File: src/rtl/fir_pkg.sv
// Shared types and sizing helpers for the fir control sequencer.
// Pure declarations: no timing or flow control lives here.
package fir_pkg;

  localparam int FIR_TAPS = 16;
  localparam int FIR_DW   = 16;

  typedef enum logic [2:0] {
    IDLE = 3'd0,
    WIND = 3'd1,
    FILL = 3'd2,
    LOAD = 3'd3,
    RUN  = 3'd4,
    WAIT = 3'd5
  } fir_seq_state_e;

  // Width of a counter that must be able to hold the value max_val.
  function automatic int cnt_w(input int max_val);
    return (max_val < 1) ? 1 : $clog2(max_val + 1);
  endfunction

endpackage

File: src/rtl/fir_seq_res_reg.sv
// One-entry result holding register, filled on load_i and drained on res_valid_o & res_ready_i.
// Load data is visible the cycle after load_i; the producer only loads while the entry is empty.
module fir_seq_res_reg #(
  parameter int DW = 16
) (
  input  logic          clk,
  input  logic          rstb,
  input  logic          load_i,
  input  logic [DW-1:0] load_data_i,
  input  logic          res_ready_i,
  output logic          res_valid_o,
  output logic [DW-1:0] res_data_o
);

  logic          vld_q, vld_d;
  logic [DW-1:0] dat_q, dat_d;

  always_comb begin
    vld_d = vld_q;
    dat_d = dat_q;
    if (vld_q && res_ready_i) begin
      vld_d = 1'b0;
    end
    if (load_i) begin
      vld_d = 1'b1;
      dat_d = load_data_i;
    end
  end

  always_ff @(posedge clk) begin
    if (!rstb) begin
      vld_q <= 1'b0;
      dat_q <= '0;
    end else begin
      vld_q <= vld_d;
      dat_q <= dat_d;
    end
  end

  assign res_valid_o = vld_q;
  assign res_data_o  = dat_q;

endmodule

File: src/rtl/fir_seq.sv
// Sequencer driving the fir control port: winds coefficients, primes the delay line, runs computes.
// Accepted beats reach fir_* one cycle later; samples stall while a result is held or after a timeout.
module fir_seq
  import fir_pkg::*;
#(
  parameter int TAPS       = FIR_TAPS,
  parameter int DW         = FIR_DW,
  parameter int RUN_CYCLES = 6,
  parameter int WAIT_MAX   = 64
) (
  input  logic          clk,
  input  logic          rstb,
  input  logic          flush,
  input  logic          coef_valid,
  output logic          coef_ready,
  input  logic [DW-1:0] coef_data,
  input  logic          smp_valid,
  output logic          smp_ready,
  input  logic [DW-1:0] smp_data,
  output logic          res_valid,
  input  logic          res_ready,
  output logic [DW-1:0] res_data,
  output logic          fir_wind,
  output logic          fir_load,
  output logic          fir_in_valid,
  output logic [DW-1:0] fir_data,
  input  logic          fir_out_valid,
  input  logic [DW-1:0] fir_out,
  output logic          coef_loaded,
  output logic          busy,
  output logic          err_timeout
);

  localparam int BW = cnt_w(TAPS);
  localparam int RW = cnt_w(RUN_CYCLES);
  localparam int TW = cnt_w(WAIT_MAX);

  localparam logic [BW-1:0] TAPS_C   = BW'(TAPS);
  localparam logic [BW-1:0] FILL_MAX = BW'(TAPS - 1);
  localparam logic [RW-1:0] RUN_LAST = RW'(RUN_CYCLES - 1);
  localparam logic [TW-1:0] TMO_LAST = TW'(WAIT_MAX - 1);

  fir_seq_state_e state_q, state_d;
  logic [BW-1:0]  beat_cnt_q, beat_cnt_d;
  logic [BW-1:0]  fill_cnt_q, fill_cnt_d;
  logic [RW-1:0]  run_cnt_q, run_cnt_d;
  logic [TW-1:0]  tmo_cnt_q, tmo_cnt_d;
  logic           loaded_q, loaded_d;
  logic           err_q, err_d;
  logic           wind_q, wind_d;
  logic           load_q, load_d;
  logic           inv_q, inv_d;
  logic [DW-1:0]  data_q, data_d;
  logic           res_cap;

  // Coefficient reload wins over samples, so a pending coef_valid masks smp_ready.
  assign smp_ready  = (state_q == IDLE) && smp_valid && loaded_q && !err_q &&
                      !res_valid && !coef_valid && !flush;
  assign coef_ready = (state_q == WIND) && (beat_cnt_q != TAPS_C) && !flush;
  assign res_cap    = (state_q == WAIT) && fir_out_valid && !flush;

  always_comb begin
    state_d    = state_q;
    beat_cnt_d = beat_cnt_q;
    fill_cnt_d = fill_cnt_q;
    run_cnt_d  = run_cnt_q;
    tmo_cnt_d  = tmo_cnt_q;
    loaded_d   = loaded_q;
    err_d      = err_q;
    wind_d     = 1'b0;
    load_d     = 1'b0;
    inv_d      = 1'b0;
    data_d     = data_q;

    case (state_q)
      IDLE: begin
        if (coef_valid) begin
          state_d    = WIND;
          beat_cnt_d = '0;
        end else if (smp_ready) begin
          load_d  = 1'b1;
          data_d  = smp_data;
          state_d = (fill_cnt_q < FILL_MAX) ? FILL : LOAD;
        end
      end
      WIND: begin
        if (coef_valid && coef_ready) begin
          wind_d     = 1'b1;
          data_d     = coef_data;
          beat_cnt_d = beat_cnt_q + 1'b1;
        end else if (beat_cnt_q == TAPS_C) begin
          // New taps make any samples already in the line meaningless.
          loaded_d   = 1'b1;
          fill_cnt_d = '0;
          state_d    = IDLE;
        end
      end
      FILL: begin
        fill_cnt_d = fill_cnt_q + 1'b1;
        state_d    = IDLE;
      end
      LOAD: begin
        fill_cnt_d = FILL_MAX;
        run_cnt_d  = '0;
        inv_d      = 1'b1;
        state_d    = RUN;
      end
      RUN: begin
        if (run_cnt_q == RUN_LAST) begin
          tmo_cnt_d = '0;
          state_d   = WAIT;
        end else begin
          run_cnt_d = run_cnt_q + 1'b1;
          inv_d     = 1'b1;
        end
      end
      WAIT: begin
        if (fir_out_valid) begin
          state_d = IDLE;
        end else if (tmo_cnt_q == TMO_LAST) begin
          err_d   = 1'b1;
          state_d = IDLE;
        end else begin
          tmo_cnt_d = tmo_cnt_q + 1'b1;
        end
      end
      default: state_d = IDLE;
    endcase

    // flush acts like reset but keeps the wound taps and any held result.
    if (flush) begin
      state_d    = IDLE;
      beat_cnt_d = '0;
      fill_cnt_d = '0;
      run_cnt_d  = '0;
      tmo_cnt_d  = '0;
      err_d      = 1'b0;
      wind_d     = 1'b0;
      load_d     = 1'b0;
      inv_d      = 1'b0;
      data_d     = '0;
    end
  end

  always_ff @(posedge clk) begin
    if (!rstb) begin
      state_q    <= IDLE;
      beat_cnt_q <= '0;
      fill_cnt_q <= '0;
      run_cnt_q  <= '0;
      tmo_cnt_q  <= '0;
      loaded_q   <= 1'b0;
      err_q      <= 1'b0;
      wind_q     <= 1'b0;
      load_q     <= 1'b0;
      inv_q      <= 1'b0;
      data_q     <= '0;
    end else begin
      state_q    <= state_d;
      beat_cnt_q <= beat_cnt_d;
      fill_cnt_q <= fill_cnt_d;
      run_cnt_q  <= run_cnt_d;
      tmo_cnt_q  <= tmo_cnt_d;
      loaded_q   <= loaded_d;
      err_q      <= err_d;
      wind_q     <= wind_d;
      load_q     <= load_d;
      inv_q      <= inv_d;
      data_q     <= data_d;
    end
  end

  fir_seq_res_reg #(
    .DW (DW)
  ) u_res_reg (
    .clk         (clk),
    .rstb        (rstb),
    .load_i      (res_cap),
    .load_data_i (fir_out),
    .res_ready_i (res_ready),
    .res_valid_o (res_valid),
    .res_data_o  (res_data)
  );

  assign fir_wind     = wind_q;
  assign fir_load     = load_q;
  assign fir_in_valid = inv_q;
  assign fir_data     = data_q;
  assign coef_loaded  = loaded_q;
  assign err_timeout  = err_q;
  assign busy         = (state_q != IDLE);

endmodule
File: config.mk
export PLATFORM = sky130hd
export DESIGN_NAME = fir_seq
export DESIGN_NICKNAME = d
export VERILOG_FILES = /design/src/rtl/fir_pkg.sv /design/src/rtl/fir_seq_res_reg.sv /design/src/rtl/fir_seq.sv
export SDC_FILE = /design/constraint.sdc
export NUM_CORES = 1
export LEC_CHECK = 0
export BUFFER_PORTS_ARGS = -buffer_cell sky130_fd_sc_hd__buf_2
export CAP_MARGIN = 0
export CORE_MARGIN = 1
export CORE_UTILIZATION = 51
export CTS_CLUSTER_SIZE = 24
export DETAILED_ROUTE_END_ITERATION = 7
export GPL_ROUTABILITY_DRIVEN = 1
export PLACE_DENSITY = 0.84
export SETUP_SLACK_MARGIN = 0.05
export SYNTH_ARGS = -nofsm -noshare
export SYNTH_HDL_FRONTEND = slang
export SYNTH_HIERARCHICAL = 1
export SYNTH_SLANG_ARGS = --single-unit
File: constraint.sdc
create_clock -name clk -period 2.44 [get_ports clk]
set_clock_uncertainty 0.2 [all_clocks]
set_input_delay 0.244 -clock clk [delete_from_list [all_inputs] [get_ports clk]]
set_output_delay 0.244 -clock clk [all_outputs]
set_load 0.02 [all_outputs]
# ---- After elaboration in Yosys (flattened, before gate mapping)
# Cells that the tools add are included.
dict set report totals {
  elab_cells 109
  output_inout_bits 41
  inputBits 55
  register_bits 61
}
dict set report classes {
  n_bitwise 5
  n_reduce_logical 34
  addsub 4
  muxes 31
  n_lt_le_gt_ge 1
  n_eq_ne 21
}
# cell count
set op_table {}
lappend op_table {{16-bit 2-to-1 mux} 3}
lappend op_table {{16-bit case mux with 2 select lines} 1}
lappend op_table {{3-bit 2-to-1 mux} 8}
lappend op_table {{7-bit 2-to-1 mux} 3}
lappend op_table {{5-bit 2-to-1 mux} 4}
lappend op_table {{2-bit != test (second input constant)} 8}
lappend op_table {{3-bit case mux with 5 select lines} 1}
lappend op_table {{5-bit case mux with 3 select lines} 1}
lappend op_table {{7-bit case mux with 2 select lines} 1}
lappend op_table {{1-bit logical AND} 12}
lappend op_table {{3-bit AND reduction} 4}
lappend op_table {{5-bit by 1-bit adder with 5-bit output (second input constant)} 2}
lappend op_table {{5-bit case mux with 2 select lines} 1}
lappend op_table {{3-bit == test (second input constant)} 3}
lappend op_table {{4-bit AND reduction} 2}
lappend op_table {{2-bit nonzero test} 4}
lappend op_table {{7-bit by 1-bit adder with 7-bit output (second input constant)} 1}
lappend op_table {{7-bit by 6-bit == test with 1-bit output (second input constant)} 1}
lappend op_table {{3-bit by 2-bit == test with 1-bit output (second input constant)} 2}
lappend op_table {{1-bit 2-to-1 mux} 6}
lappend op_table {{3-bit case mux with 2 select lines} 1}
lappend op_table {{3-bit nonzero test} 2}
lappend op_table {{5-bit == test (second input constant)} 1}
lappend op_table {{5-bit by 4-bit < comparator with 1-bit output (second input constant)} 1}
lappend op_table {{other kinds (15)} 23}

# ---- Logic depth before layout (Yosys ltp)
dict set report logic_depth {
  word_depth 10
  ltp_mapped 8
  mapped_depth_nobuf 6
}

# ---- By module
# Netlist, hierarchy kept.
# mod n_inst cells_each area_each_um2 seq_area_each_um2
set by_module_without_submodules {}
lappend by_module_without_submodules {fir_seq 1 250 2323.5 880.8}
lappend by_module_without_submodules {fir_seq_res_reg 1 54 649.4 340.3}

# ---- Worst setup path before layout
# OpenSTA, ideal clock, no wires.
dict set report synth_path {
  path_kind {register to register}
  from {register beat_cnt_q[0]}
  to {register data_q[0] (netlist: fir_data[0])}
  slack_ps 397
  synth_period_minus_slack_ps 2043
  setup_ps 145
  path_stages_with_launch 9
  arrival_time_ps 1699
  cell_sequence {dfxtp_1 -> inv_1 -> ha_1 -> and4bb_2 -> nor4b_4 -> or2_1 -> buf_4 -> buf_12 -> a211oi_2}
}
dict set report synth_via {
  elab_chain_len 6
}
# element line
set synth_rtl {}
lappend synth_rtl {{start: declaration} fir_seq.sv:44} ;# logic [BW-1:0] beat_cnt_q, beat_cnt_d;
lappend synth_rtl {{start signal: assignment} fir_seq.sv:160} ;# beat_cnt_q <= beat_cnt_d;
lappend synth_rtl {{5-bit != test} fir_seq.sv:59} ;# assign coef_ready = (state_q == WIND) && (beat_cnt_q != TAPS_C) && !flush;
lappend synth_rtl {{1-bit logical AND (2 in series)} fir_seq.sv:59}
lappend synth_rtl {{1-bit logical AND} fir_seq.sv:87} ;# if (coef_valid && coef_ready) begin
lappend synth_rtl {{2-bit by 1-bit != test with 1-bit output (no line)} --}
lappend synth_rtl {{4-bit AND reduction (no line)} --}
lappend synth_rtl {{end signal: assignment} fir_seq.sv:169} ;# data_q <= data_d;
lappend synth_rtl {{end: declaration} fir_seq.sv:53} ;# logic [DW-1:0] data_q, data_d;
# No other way between the ends.
# A chain may end at the register's enable or synchronous reset.

# ---- Final worst setup path
dict set report layout_path {
  from {register state_q[2]}
  to {output port smp_ready}
}
dict set report layout_via {
  elab_chain_len 7
}
# element line
set layout_rtl {}
lappend layout_rtl {{start: declaration} fir_seq.sv:43} ;# fir_seq_state_e state_q, state_d;
lappend layout_rtl {{start signal: assignment} fir_seq.sv:159} ;# state_q <= state_d;
lappend layout_rtl {{3-bit zero test} fir_seq.sv:57} ;# assign smp_ready = (state_q == IDLE) && smp_valid && loaded_q && !err_q &&
lappend layout_rtl {{1-bit logical AND (4 in series)} fir_seq.sv:57}
lappend layout_rtl {{1-bit logical AND (2 in series)} fir_seq.sv:58} ;# !res_valid && !coef_valid && !flush;
lappend layout_rtl {{end: declaration} fir_seq.sv:18} ;# output logic smp_ready,
# No other way between the ends.

==> flow_results.org <==
** Routing
- DR vias :: 2,768
- Count of TritonRoute iterations in the first routing pass :: 4
- In this run, the number of DRC markers left after iteration 0 of detailed routing was around 120.
- Post-DR vias/cell :: 5.58
- Remaining design rule violation count :: 0
- The count of nets left with antenna violations once routing finished came out at 0.
- Routed wire per std cell :: around 15 µm
- Post-Route WL :: approximately 7.3 mm

** Timing
- Final setup viols :: 0
- The number of slew-limit violations in the final report is 0.
- Tmin final :: 2.27 ns
- Final worst-path cycle share :: 0.931
- The worst pin sits at a relative slew slack of 0.542.
- Setup repair after global routing left no endpoint under its margin.
- Slew of the pin with the lowest slew margin :: approximately 0.69 ns
- Derived from the worst setup path, the maximum achievable clock frequency is 440 MHz.
- Sum of negative setup slack :: 0 ns
- Final count of hold timing violations :: 0

** Cells and area
- The library cell used most frequently in the layout, excluding fill and tap cells, is sky130_fd_sc_hd__buf_2.
- Antenna diode instance count :: 0
- The layout has 440 filler cells.
- Leaving out filler cells and counting taps, the final layout contains 496.
- Compared with the post-synthesis result, the final layout area differs by 31.0%.
- Fraction of final layout cells with drive strength greater than 1 :: 0.328
- The sequential cells in the finished layout cover a total of 1220 µm².
- In the final layout, the multi-input gates occupy around 1600 µm².
- Number of nets at the end of the flow :: ~480
- The top cell types in the final layout, fill and taps aside, are 95 x sky130_fd_sc_hd__buf_2, 61 x sky130_fd_sc_hd__dfxtp_1, 34 x sky130_fd_sc_hd__mux2i_1.

** Critical path
- In this run the critical register-to-register path is captured at fir_data[4].
- Along the worst path, the maximum fanout reaches 8.
- Critical register-to-register path startpoint :: beat_cnt_q[0]
- The worst setup path is captured at an output pin.
- Data arrival time of the critical path :: 1.83 ns
- At the worst endpoint, the required time is 2.00 ns.
- Worst reg-to-reg path cell count :: 7
- The worst setup path is launched from a register.
- Register-to-register path setup slack :: 0.28 ns
- The worst setup path is of the register to output pin kind.

** GRT
- Initial antenna violation count :: 0
- Global-route wire length before repair :: 12.3 mm
- Global routing finished with a remaining overflow of 0.
- Global-route total usage across every layer :: 0.257
- M3 GR Usage :: 0.0767
- For this run, global-route usage on met2 was measured as 0.454.
- The number of global-route vias before repair is 2,709.
- Largest net degree at the start of global routing :: 26
- After global routing, the most crowded layer is met2.
- Met1 capacity usage during global routing :: 0.287

** Logic synthesis
- Area fraction in compound gates after synthesis :: 0.174
- Synth Instances :: 304
- YS warnings :: 6
- Parity-gate share of the synthesized area counting xor and xnor cells :: 0.00295
- Count of flip-flops with a built-in enable after synthesis :: 0
- The netlist uses 54 different library cells.
- Simple-gate area share of the yosys netlist :: 0.221
- The portion of synthesized area spent on multiplexers is 0.114.
- Post-Syn Nets :: 365
- After synthesis, the mean cell area works out to approximately 9.8 µm².
- The most used flip-flop cell after synthesis is sky130_fd_sc_hd__dfxtp_1.
- Adder and majority cell fraction of the synthesized area :: 0.0253
- Largest family of logic cells by synthesized area :: simple AND/OR/NAND/NOR gates
- Share of synthesized area occupied by flip-flops and latches :: 0.411
- After synthesis the cells add up to 2970 µm².
- In the synthesized netlist the async set-or-reset flop fraction comes to 0.
- The synthesized design contains 61 register bits.

** Run
- Across the run, the number of max-cap violations was 0.

** Status
- Status :: finished clean

** Min path
- In this run the most critical hold path is launched from coef_valid.
- The worst hold path terminates at fir_wind.
- Hold path depth :: 2
- Worst hold path type :: input pin to register

** Clock network
- Max Root-Sink Buffers :: 2
- CTS placed an instance of sky130_fd_sc_hd__clkbuf_8 at the clock tree root.
- CTS buffer count :: 9
- The clock reaches the later pin of the worst-skew pair after 0.34 ns.
- After clock tree synthesis, the clock-pin slew on the worst setup and hold paths is roughly 0.06 ns.
- CTS H-tree lvls :: 3
- The clock drives 61 sinks.
- TritonCTS built the clock tree.

** Power
- IR Drop Worst-Case VDD :: 0.452 mV
- Leak pwr :: 1.52 nW
- Cell area power density :: 523 nW/µm²

** Floorplanning
- Count of pins on the block boundary :: 96
- Total number of placement rows :: 27
- Initial core utilization :: 0.533
- After floorplanning, the core was sized to cover 5570 µm².
- Horizontal die dimension :: just under 80 µm
- The die is 78.4 µm tall.
- Area of the die :: ~6100 µm²

** Placement
- Once detailed placement completed, the half-perimeter wirelength came to 4.94 mm.
- After detailed placement, the design holds a cell count of 465.
- Port buffering added 95 buffers.
- The congestion estimate from routability-driven global placement came to 0.858.
logic make-up (layout without fill, tap and decap cells):
| group | Yosys count | count (layout) |
|---|---|---|
| compound gates | 71 | 71 |
| xor+xnor | 1 | 1 |
| fa+ha+maj | 6 | 6 |
| buf+inv | 26 | 146 |
| flops | 61 | 61 |
| mux | 34 | 34 |
| simple gates | 105 | 105 |
cells in the mapped netlist (3+ instances only):
library cell / instances / area share
sky130_fd_sc_hd__a211oi_1: 7 / 0.018
sky130_fd_sc_hd__a211oi_2: 10 / 0.042
sky130_fd_sc_hd__a21oi_1: 20 / 0.034
sky130_fd_sc_hd__buf_2: 3 / 0.0050
sky130_fd_sc_hd__clkbuf_1: 9 / 0.011
sky130_fd_sc_hd__dfxtp_1: 61 / 0.41
sky130_fd_sc_hd__ha_1: 6 / 0.025
sky130_fd_sc_hd__inv_1: 8 / 0.010
sky130_fd_sc_hd__mux2i_1: 34 / 0.11
sky130_fd_sc_hd__nand2_1: 14 / 0.018
sky130_fd_sc_hd__nand2b_1: 3 / 0.0063
sky130_fd_sc_hd__nand3_1: 5 / 0.0084
sky130_fd_sc_hd__nand4_1: 3 / 0.0063
sky130_fd_sc_hd__nor2_1: 6 / 0.0076
sky130_fd_sc_hd__nor2b_1: 23 / 0.048
sky130_fd_sc_hd__nor3_1: 21 / 0.035
sky130_fd_sc_hd__nor4_1: 3 / 0.0063
sky130_fd_sc_hd__o21a_1: 4 / 0.010
sky130_fd_sc_hd__o21ai_0: 12 / 0.020
sky130_fd_sc_hd__o31ai_1: 4 / 0.010
sky130_fd_sc_hd__or3_1: 5 / 0.011
repair_timing:
item,in CTS,in global routing
gates resized for setup,0,0
hold buffers,17,0
buffers inserted,0,1
endpoints found under the hold margin,17,0
setup endpoints to repair,0,1
critical path, cell delays in order (launching register included):
cell,delay (ns)
sky130_fd_sc_hd__dfxtp_1,0.40
sky130_fd_sc_hd__or3_4,0.39
sky130_fd_sc_hd__nor4_4,0.33
sky130_fd_sc_hd__buf_4,0.21
sky130_fd_sc_hd__buf_2,0.17
worst max path at each step:
stage / endpoint / slack [ns] / cells after the start / start
CTS: smp_ready / 0.09 / 4 / state_q[2]
detailed placement: fir_data[2] / 0.30 / 7 / beat_cnt_q[0]
floorplan: fir_data[0] / 0.40 / 8 / beat_cnt_q[0]
global route: smp_ready / 0.08 / 4 / state_q[2]
finish: smp_ready / 0.17 / 4 / state_q[2]
global placement: beat_cnt_q[2] / 0.43 / 6 / beat_cnt_q[0]
area by class of cell:
type / count / share of cell area
multi-input combinational: 217 / 0.414
sequential: 61 / 0.314
timing repair buffer: 125 / 0.194
clock buffer: 11 / 0.0389
tap: 72 / 0.0231
clock inverter: 2 / 0.00900
inverter: 8 / 0.00771
sequential cells by signal, indices dropped and copies added, names as in the netlist, 3 cells and up:
name / flops
beat_cnt_q: 5
fill_cnt_q: 5
tmo_cnt_q: 7
run_cnt_q: 3
fir_data: 16
u_res_reg/res_data_o: 16
state_q: 3
layer usage:
| metal | wire, µm | vias to the layer above |
|---|---|---|
| met1 | 3000 | 1325 |
| met3 | 343 | 14 |
| met5 | 0 | - |
| met4 | 152 | 0 |
| li1 | - | 1359 |
| met2 | 3750 | 70 |
metrics by stage:
step,instance area (µm²),setup slack [ns],power [W],util,hold slack (ns)
5_1_grt,3890,0.0775,0.00211,0.699,0.0473
3_5_place_dp,3530,0.304,0.00117,0.633,0.269
6_report,3890,0.168,0.00204,0.699,0.0480
2_1_floorplan,2970,0.397,0.00110,-,0.172
4_1_cts,3890,0.0906,0.00206,0.697,0.0282
3_3_place_gp,3530,0.427,0.00117,0.633,0.256
report_power, final:
group          total [W]  switching (W)  leakage, nW  internal (W)
clock           0.000860       0.000352       0.0971      0.000508
combinational   0.000173      0.0000849        0.927     0.0000883
sequential       0.00100     0.00000270        0.491       0.00100
total            0.00204       0.000440         1.52       0.00160
(Power assumes the default switching activity.)
